### src/rtl/vram_arbiter.sv
// Purpose: arbitrates NUM_CH requesters onto one asynchronous-SRAM style VRAM port.
// Latency: grant one clk28 edge after a request is seen idle; done ACC_CYCLES edges after grant.
// Backpressure: requests are level-held until ch_done; a busy port simply delays the grant.
//
// Ports:
//   clk28, rst          - single clock, synchronous active-high reset
//   ch_req/ch_wr        - per-channel request level and direction (1 = write)
//   ch_addr/ch_wdata    - per-channel address/data, channel i at [i*W +: W]
//   ch_gnt/ch_done      - one-hot single-cycle accept / completion pulses
//   rdata               - last read data, updated together with the read's ch_done
//   va/vd_in/vd_out     - VRAM address, read data, write data
//   vd_oe, n_vrd, n_vwr - write drive enable, active-low read/write strobes
//   busy                - controller is not idle
module vram_arbiter #(
   parameter int NUM_CH     = 4,
   parameter int AW         = 19,
   parameter int DW         = 8,
   parameter int ACC_CYCLES = 2,
   parameter int CH0_FIXED  = 1
) (
   input  logic                 clk28,
   input  logic                 rst,
   input  logic [NUM_CH-1:0]    ch_req,
   input  logic [NUM_CH-1:0]    ch_wr,
   input  logic [NUM_CH*AW-1:0] ch_addr,
   input  logic [NUM_CH*DW-1:0] ch_wdata,
   output logic [NUM_CH-1:0]    ch_gnt,
   output logic [NUM_CH-1:0]    ch_done,
   output logic [DW-1:0]        rdata,
   output logic [AW-1:0]        va,
   input  logic [DW-1:0]        vd_in,
   output logic [DW-1:0]        vd_out,
   output logic                 vd_oe,
   output logic                 n_vrd,
   output logic                 n_vwr,
   output logic                 busy
);

   localparam int              PW       = $clog2(NUM_CH);
   localparam logic [PW:0]     NCH      = (PW+1)'(NUM_CH);
   localparam logic [PW-1:0]   RR_FIRST = (CH0_FIXED != 0) ? PW'(1) : '0;
   localparam logic [2:0]      CNT_LOAD = 3'(ACC_CYCLES - 1);

   localparam logic [1:0] S_IDLE   = 2'd0;
   localparam logic [1:0] S_ACCESS = 2'd1;
   localparam logic [1:0] S_TURN   = 2'd2;

   logic [1:0]        state_q, state_d;
   logic [PW-1:0]     rr_ptr_q, rr_ptr_d;
   logic [2:0]        cnt_q, cnt_d;
   logic [NUM_CH-1:0] owner_q, owner_d;
   logic [NUM_CH-1:0] ch_gnt_q, ch_gnt_d;
   logic [NUM_CH-1:0] ch_done_q, ch_done_d;
   logic [DW-1:0]     rdata_q, rdata_d;
   logic [AW-1:0]     addr_q, addr_d;
   logic [DW-1:0]     wdata_q, wdata_d;
   logic              wr_q, wr_d;
   logic              vd_oe_q, vd_oe_d;
   logic              n_vrd_q, n_vrd_d;
   logic              n_vwr_q, n_vwr_d;

   logic              rd_complete;
   logic [NUM_CH-1:0] req_m;
   logic              win_vld;
   logic [PW-1:0]     win_idx;
   logic [NUM_CH-1:0] win_oh;
   logic [PW:0]       sum;
   logic [PW-1:0]     idx;
   logic [PW:0]       nxt;
   logic [AW-1:0]     addr_sel;
   logic [DW-1:0]     wdata_sel;
   logic              wr_sel;

   // The completing owner still holds ch_req while its done pulse is in flight,
   // so it is hidden from arbitration until the cycle after ch_done is visible.
   // Otherwise a single request would be served twice.
   assign rd_complete = (state_q == S_ACCESS) && (cnt_q == 3'd0) && !wr_q;

   always_comb begin
      req_m = ch_req & ~ch_done_q;
      if (rd_complete) begin
         req_m = req_m & ~owner_q;
      end
   end

   // Winner search: fixed ch0 first (if enabled), then a cyclic scan starting
   // at rr_ptr. The scan index is wrapped explicitly so no slice ever goes
   // past NUM_CH-1.
   always_comb begin
      win_vld = 1'b0;
      win_idx = '0;
      sum     = '0;
      idx     = '0;
      if ((CH0_FIXED != 0) && req_m[0]) begin
         win_vld = 1'b1;
      end else begin
         for (int off = 0; off < NUM_CH; off++) begin
            sum = {1'b0, rr_ptr_q} + (PW+1)'(off);
            if (sum >= NCH) begin
               sum = sum - NCH;
            end
            idx = sum[PW-1:0];
            if (!win_vld && req_m[idx] && !((CH0_FIXED != 0) && (idx == '0))) begin
               win_vld = 1'b1;
               win_idx = idx;
            end
         end
      end
      win_oh = '0;
      if (win_vld) begin
         win_oh[win_idx] = 1'b1;
      end
   end

   always_comb begin
      addr_sel  = '0;
      wdata_sel = '0;
      wr_sel    = 1'b0;
      for (int i = 0; i < NUM_CH; i++) begin
         if (win_oh[i]) begin
            addr_sel  = ch_addr[i*AW +: AW];
            wdata_sel = ch_wdata[i*DW +: DW];
            wr_sel    = ch_wr[i];
         end
      end
   end

   always_comb begin
      state_d   = state_q;
      rr_ptr_d  = rr_ptr_q;
      cnt_d     = cnt_q;
      owner_d   = owner_q;
      ch_gnt_d  = '0;
      ch_done_d = '0;
      rdata_d   = rdata_q;
      addr_d    = addr_q;
      wdata_d   = wdata_q;
      wr_d      = wr_q;
      nxt       = '0;

      case (state_q)
         S_IDLE: begin
         end
         S_ACCESS: begin
            if (cnt_q == 3'd0) begin
               ch_done_d = owner_q;
               if (wr_q) begin
                  state_d = S_TURN;
               end else begin
                  rdata_d = vd_in;
                  state_d = S_IDLE;
               end
            end else begin
               cnt_d = cnt_q - 3'd1;
            end
         end
         S_TURN: begin
            state_d = S_IDLE;
         end
         default: begin
            state_d = S_IDLE;
         end
      endcase

      // Arbitrate only when idle or at a read completion; a write always
      // passes through TURN first so the bus is released before the next access.
      if (((state_q == S_IDLE) || rd_complete) && win_vld) begin
         state_d  = S_ACCESS;
         ch_gnt_d = win_oh;
         owner_d  = win_oh;
         addr_d   = addr_sel;
         wdata_d  = wdata_sel;
         wr_d     = wr_sel;
         cnt_d    = CNT_LOAD;
         if (!((CH0_FIXED != 0) && win_oh[0])) begin
            nxt = {1'b0, win_idx} + (PW+1)'(1);
            rr_ptr_d = (nxt >= NCH) ? RR_FIRST : nxt[PW-1:0];
         end
      end

      // Strobes are registered from the next state so the pins never glitch.
      n_vrd_d = !((state_d == S_ACCESS) && !wr_d);
      n_vwr_d = !((state_d == S_ACCESS) && wr_d);
      vd_oe_d = (state_d == S_ACCESS) && wr_d;
   end

   always_ff @(posedge clk28) begin
      if (rst) begin
         state_q   <= S_IDLE;
         rr_ptr_q  <= RR_FIRST;
         cnt_q     <= 3'd0;
         owner_q   <= '0;
         ch_gnt_q  <= '0;
         ch_done_q <= '0;
         rdata_q   <= '0;
         addr_q    <= '0;
         wdata_q   <= '0;
         wr_q      <= 1'b0;
         vd_oe_q   <= 1'b0;
         n_vrd_q   <= 1'b1;
         n_vwr_q   <= 1'b1;
      end else begin
         state_q   <= state_d;
         rr_ptr_q  <= rr_ptr_d;
         cnt_q     <= cnt_d;
         owner_q   <= owner_d;
         ch_gnt_q  <= ch_gnt_d;
         ch_done_q <= ch_done_d;
         rdata_q   <= rdata_d;
         addr_q    <= addr_d;
         wdata_q   <= wdata_d;
         wr_q      <= wr_d;
         vd_oe_q   <= vd_oe_d;
         n_vrd_q   <= n_vrd_d;
         n_vwr_q   <= n_vwr_d;
      end
   end

   assign ch_gnt  = ch_gnt_q;
   assign ch_done = ch_done_q;
   assign rdata   = rdata_q;
   assign va      = addr_q;
   assign vd_out  = wdata_q;
   assign vd_oe   = vd_oe_q;
   assign n_vrd   = n_vrd_q;
   assign n_vwr   = n_vwr_q;
   assign busy    = (state_q != S_IDLE);

endmodule

### config.mk
export PLATFORM = sky130hd
export DESIGN_NAME = vram_arbiter
export DESIGN_NICKNAME = d
export VERILOG_FILES = /design/src/rtl/vram_arbiter.sv
export SDC_FILE = /design/constraint.sdc
export NUM_CORES = 1
export LEC_CHECK = 0
export CORE_UTILIZATION = 42
export CTS_CLUSTER_DIAMETER = 60
export DETAILED_ROUTE_END_ITERATION = 8
export HOLD_SLACK_MARGIN = 0.03
export PLACE_DENSITY = 0.81
export SYNTH_ARGS = -nofsm -noshare
export SYNTH_HDL_FRONTEND = slang
export SYNTH_SLANG_ARGS = --single-unit
### constraint.sdc
create_clock -name clk28 -period 5.4 [get_ports clk28]
set_clock_uncertainty 0.2 [all_clocks]
set_input_delay 0.54 -clock clk28 [delete_from_list [all_inputs] [get_ports clk28]]
set_output_delay 0.54 -clock clk28 [all_outputs]
set_load 0.005 [all_outputs]
# Yosys cells after proc, flatten, opt, wreduce, memory -nomap -nowiden
# Cells that the tools add are included.
# op_classes
n_mux	54
shifts	0
order_cmp	11
eq_ne	3
n_bitwise	9
multipliers	0
reduce_logical	40
div_mod_pow	0
addsub	9
# op_table
cell	n
19-bit two-way mux	4
2-bit two-way mux	17
8-bit two-way mux	4
1-bit two-way mux	21
2-bit by 3-bit less-than comparator with 1-bit output, second input constant	5
1-bit logical AND	13
3-bit greater-or-equal comparator, second input constant	4
1-bit zero test	11
2-bit zero test	5
4-bit AND	2
1-bit binary-select mux with 2-bit select	4
4-bit two-way mux	2
4-bit inverter	2
2-bit by 1-bit subtractor with 2-bit output, second input constant	4
2-bit by 1-bit adder with 3-bit output, second input constant	2
2-bit by 2-bit adder with 3-bit output, second input constant	2
2-bit AND reduction	3
1-bit inverter	5
2-bit by 1-bit equality test with 1-bit output, second input constant	2
2-bit one-hot mux with 2 select lines	1
2-bit nonzero test	2
2-bit OR reduction	2
2-bit by 3-bit greater-or-equal comparator with 1-bit output, second input constant	1
3-bit zero test	1
other kinds (7)	7
# word_totals
latchBits	0
n_memories	0
regBits	58
wordCells	140
ram_bits	0
input_bits	126
rom_bits	0
output_inout_bits	47

# Longest topological paths before layout
# depth
ltp_word	38
ltp_mapped	17
depth_no_buf	15

# Least setup slack after synthesis
# OpenSTA, ideal clock, no wires.
# synth_timing
path_kind	register to register
startpoint	register cnt_q[0]
endpoint	register addr_q[0] (netlist: va[0])
n_path_buf	3
stages_incl_launch_ff	18
period_less_slack_ps	3994
arrival_time_ps	3713
setup_time_ps	81
required_ps	5119
path_slack_ps	1406
cell_sequence	dfxtp_1 inv_1 ha_1 nor4bb_1 buf_4 a311oi_2 mux2_4 a22o_1 and3_1 o31ai_1 ha_1 nor2b_1 clkbuf_1 buf_1 a221oi_1 o31ai_1 a211oi_2 a211oi_2
# synth_via
elab_chain_len	33
word_cells_on_any_way	47
classes_between	order compare (2); mux (29); reduce/logical (16)
# synth_rtl
item	line	rtl
start, declared	50	logic [2:0] cnt_q, cnt_d;
start signal, assigned	205	cnt_q <= cnt_d;
3-bit zero test *	77	assign rd_complete = (state_q == S_ACCESS) && (cnt_q == 3'd0) && !wr_q;
1-bit logical AND * (2 in series)	77	
4-bit two-way mux	81	if (rd_complete) begin
1-bit binary-select mux with 2-bit select	103	if (!win_vld && req_m[idx] && !((CH0_FIXED != 0) && (idx == '0))) begin
1-bit two-way mux (not written as such)	103	
1-bit logical AND	103	
1-bit two-way mux	103	
1-bit two-way mux	94	if ((CH0_FIXED != 0) && req_m[0]) begin
(+13 left out)	--	
2-bit two-way mux	103	
2-bit two-way mux	94	
2-bit by 3-bit less-than comparator with 1-bit output (not written as such) / 2-bit by 1-bit greater-or-equal comparator with 1-bit output (equally long branches)	111	win_oh[win_idx] = 1'b1;
1-bit logical AND (not written as such)	111	
1-bit two-way mux (not written as such)	111	
1-bit demux with 2-bit select	111	
4-bit two-way mux	110	if (win_vld) begin
19-bit two-way mux (4 in series)	120	if (win_oh[i]) begin
end signal, assigned	210	addr_q <= addr_d;
end, declared	55	logic [AW-1:0] addr_q, addr_d;
# Every way passes the cells marked *; elsewhere a longest branch is shown, timed or not. The select of a mux whose other input is x is not followed.
# A chain may end at the register's enable or synchronous reset.

# Worst setup path in the final report
# layout_timing
startpoint	register cnt_q[0]
endpoint	register addr_q[15] (netlist: va[15])
# Same word-level chain as after synthesis.

==> summary.txt <==
status = completed
routed vias/inst = 5.64
Crit path required time = 5.45 ns
Worst Slack Setup Final = 0.410 ns
Avg WL per Cell = 16.3 um
worst-margin pin slew = 1.26 ns
Core Region = 8760 um2
cell with the most instances after synthesis = dfxtp_1
global-route wire length before repair = 18700 um
non-filler cells, final = 706
Sequential Area = 1160 um2
critical path startpoint = cnt_q[0]
Max Buffers Root-to-Sink = 2
ANT cells = 0
io pins = 173
sequential share of the synthesized area = 30.3%
cts-stage hold buffer count = 0
Worst R2R Path Depth = 15
clk_lat worst skew = 0.33 ns
RR Endpoint = va[15]
Fmax achieved = 200 MHz
Remaining DRCs = 0
routability cong. = 0.932
Die ar. = 9520 um2
root buffer cell = clkbuf_8
synth top area cells = dfxtp_1, a211oi_2, a221oi_1, o31ai_1, nand2_1
Worst Hold Class = reg -> reg
total grt overflow = 0
CP max FO = 27
Mapped Cells = 441
Total Wirelength = 11500 um
crit start category = register
Synth cell types = 55
number of DRC markers in iteration 0 = 133
initial antenna violation count = 0
number of global-route vias before repair = 3991
CP bufs+invs = 2
post-route ant nets = 0
Yosys reg bits = 58
WHS = 0.258 ns
post-synth top area cell = dfxtp_1
crit end category = register
Initial Util = 43.8%
Critical Path Max Stage Delay = 1.06 ns
Initial DRT Pass Iterations = 7
max-capacitance violation count = 0
GR Util All Layers = 24.2%
Pwr per Cell Area = 603 nW/um2
ys flop type = dfxtp_1
PostCTS Resize Cnt = 0
pre-CTS setup slack = 0.513 ns
Placed Area = 5530 um2
period utilization = 92.4%
Worst Hold Launch = rdata[2]
setup TNS = 0 ns
critical path class = reg -> reg
worst vdd ir = 0.264 mV
post-synth top area share = 30.3%
P_leak = 0.00203 uW
largest net degree at the start of global routing = 54
hold-critical path depth = 2
placed cells = 690
RSZ-0062 raised after global routing = no
fin crit period = 4.99 ns
RR Startpoint = cnt_q[0]
critical path data arrival time = 5.04 ns
die span in x = 97.6 um
Layout Nets = 729
fin area = 5750 um2
Detail Placement HPWL = 8580 um
clk sinks = 58
DR vias = 3980
Cell Chain, Critical Path = inv_1 -> ha_1 -> nor4bb_1 -> a311oi_2 -> mux2_4 -> a22o_1 -> and3_1 -> o31ai_1 -> ha_1 -> nor2b_2 -> buf_4 -> a221oi_1 -> o31ai_1 -> a211oi_2 -> a211oi_2
syn_area_per_cell = 8.70 um2
H-tree levels = 3
max-slew violation count = 0
Fill cells = 703
Min-Delay Endpoint = rdata[2]
Clk pin slew, worst setup/hold paths = 0.07 ns
top cells by count, synth = dfxtp_1, nand2_1, a211oi_2
final setup violation count = 0
layout cells sized above 1 = 14.7%
Max-slew headroom = 15.0%
Async SR Flop Fraction = 0%
Post-synth EDFFs = 0
worst reg-to-reg setup slack = 0.41 ns
CTS buffer count = 9
Setup Fix Bufs, Post-CTS = 0
Post-Synthesis Cell Area = 3830 um2
synthesis-to-layout area growth = 49.9%
Yosys warning count = 0
Syn Nets = 577
CTS tree = yes
final hold vios = 0
die height = 97.6 um
Core Rows = 34
area occupied by multi-input gates = 2310 um2
slowest cell on the critical path = nor4bb_1
CP delay by family, top = compound AO/OA/AOI/OAI gates
port bufs = 172
## final cells by class
type	count	area share, %
Tap cell	108	2.35
Sequential cell	58	20.2
Clock inverter	5	1.35
Clock buffer	11	2.46
Timing Repair Buffer	179	30.8
Multi-Input combinational cell	304	40.2
Inverter	41	2.68
## state kept, by name, summed over array words and instances, names as in the netlist, 2 cells and up
register / count
va: 19
rdata: 8
vd_out: 8
ch_done: 4
ch_gnt: 4
owner_q: 4
cnt_q: 3
rr_ptr_q: 2
state_q: 2
## layer usage
| metal | GRT usage [%] | vias up | wire [um] |
|---|---|---|---|
| li1 | - | 1923 | - |
| met2 | 42.2 | 181 | 5750 |
| met5 | 0 | - | 0 |
| met4 | 9.50 | 0 | 274 |
| met1 | 28.2 | 1853 | 4660 |
| met3 | 5.90 | 23 | 849 |
## worst min-delay path: stages (launching register included)
cell and delay, ns:
dfxtp_1 0.31, nand2_1 0.05, a21oi_1 0.05
## worst max path at each step
| stage | cells after the start | slack [ns] | end |
|---|---|---|---|
| floorplan | 17 | 1.41 | va[0] |
| global placement | 15 | 0.74 | va[3] |
| detailed placement | 15 | 0.51 | va[3] |
| CTS | 15 | 0.46 | va[3] |
| global route | 15 | 0.01 | va[15] |
| finish | 15 | 0.41 | va[15] |
## stage by stage
step | util [%] | power (uW)
after floorplan | - | 2440
after global placement | 63.1 | 2960
after detailed placement | 63.1 | 3030
after CTS | 65.6 | 3480
after global routing | 65.6 | 3720
final | 65.6 | 3470
## kinds of logic after synthesis
logic type | share of synthesized area, %
AND/OR/NAND/NOR | 14.4
buffers and inverters | 9.85
adder cells (fa/ha/maj) | 3.26
XOR/XNOR | 0.228
flip-flops | 30.3
multiplexers | 2.41
AO/OA/AOI/OAI | 39.6
## power by group
group / switching, uW / leakage [uW] / internal (uW)
Combinational: 1310 / 0.00144 / 1050
Sequential: 85.6 / 0.000477 / 567
Clock: 178 / 0.000109 / 271
Total: 1580 / 0.00203 / 1890
## cell usage in the layout, fill, tap and decap left out, types with 6 or more instances in the layout
master           count
a221oi_1            28
clkdlybuf4s50_1    171
dfxtp_1             58
nand2_1             51
inv_1               41
and2_1               6
nand2b_1             7
a21oi_1             13
nor2_1              43
buf_4                7
o31ai_1             28
ha_1                 9
a211oi_1             9
clkbuf_8            10
a211oi_2            47
Power figures use the tool's default switching activity.
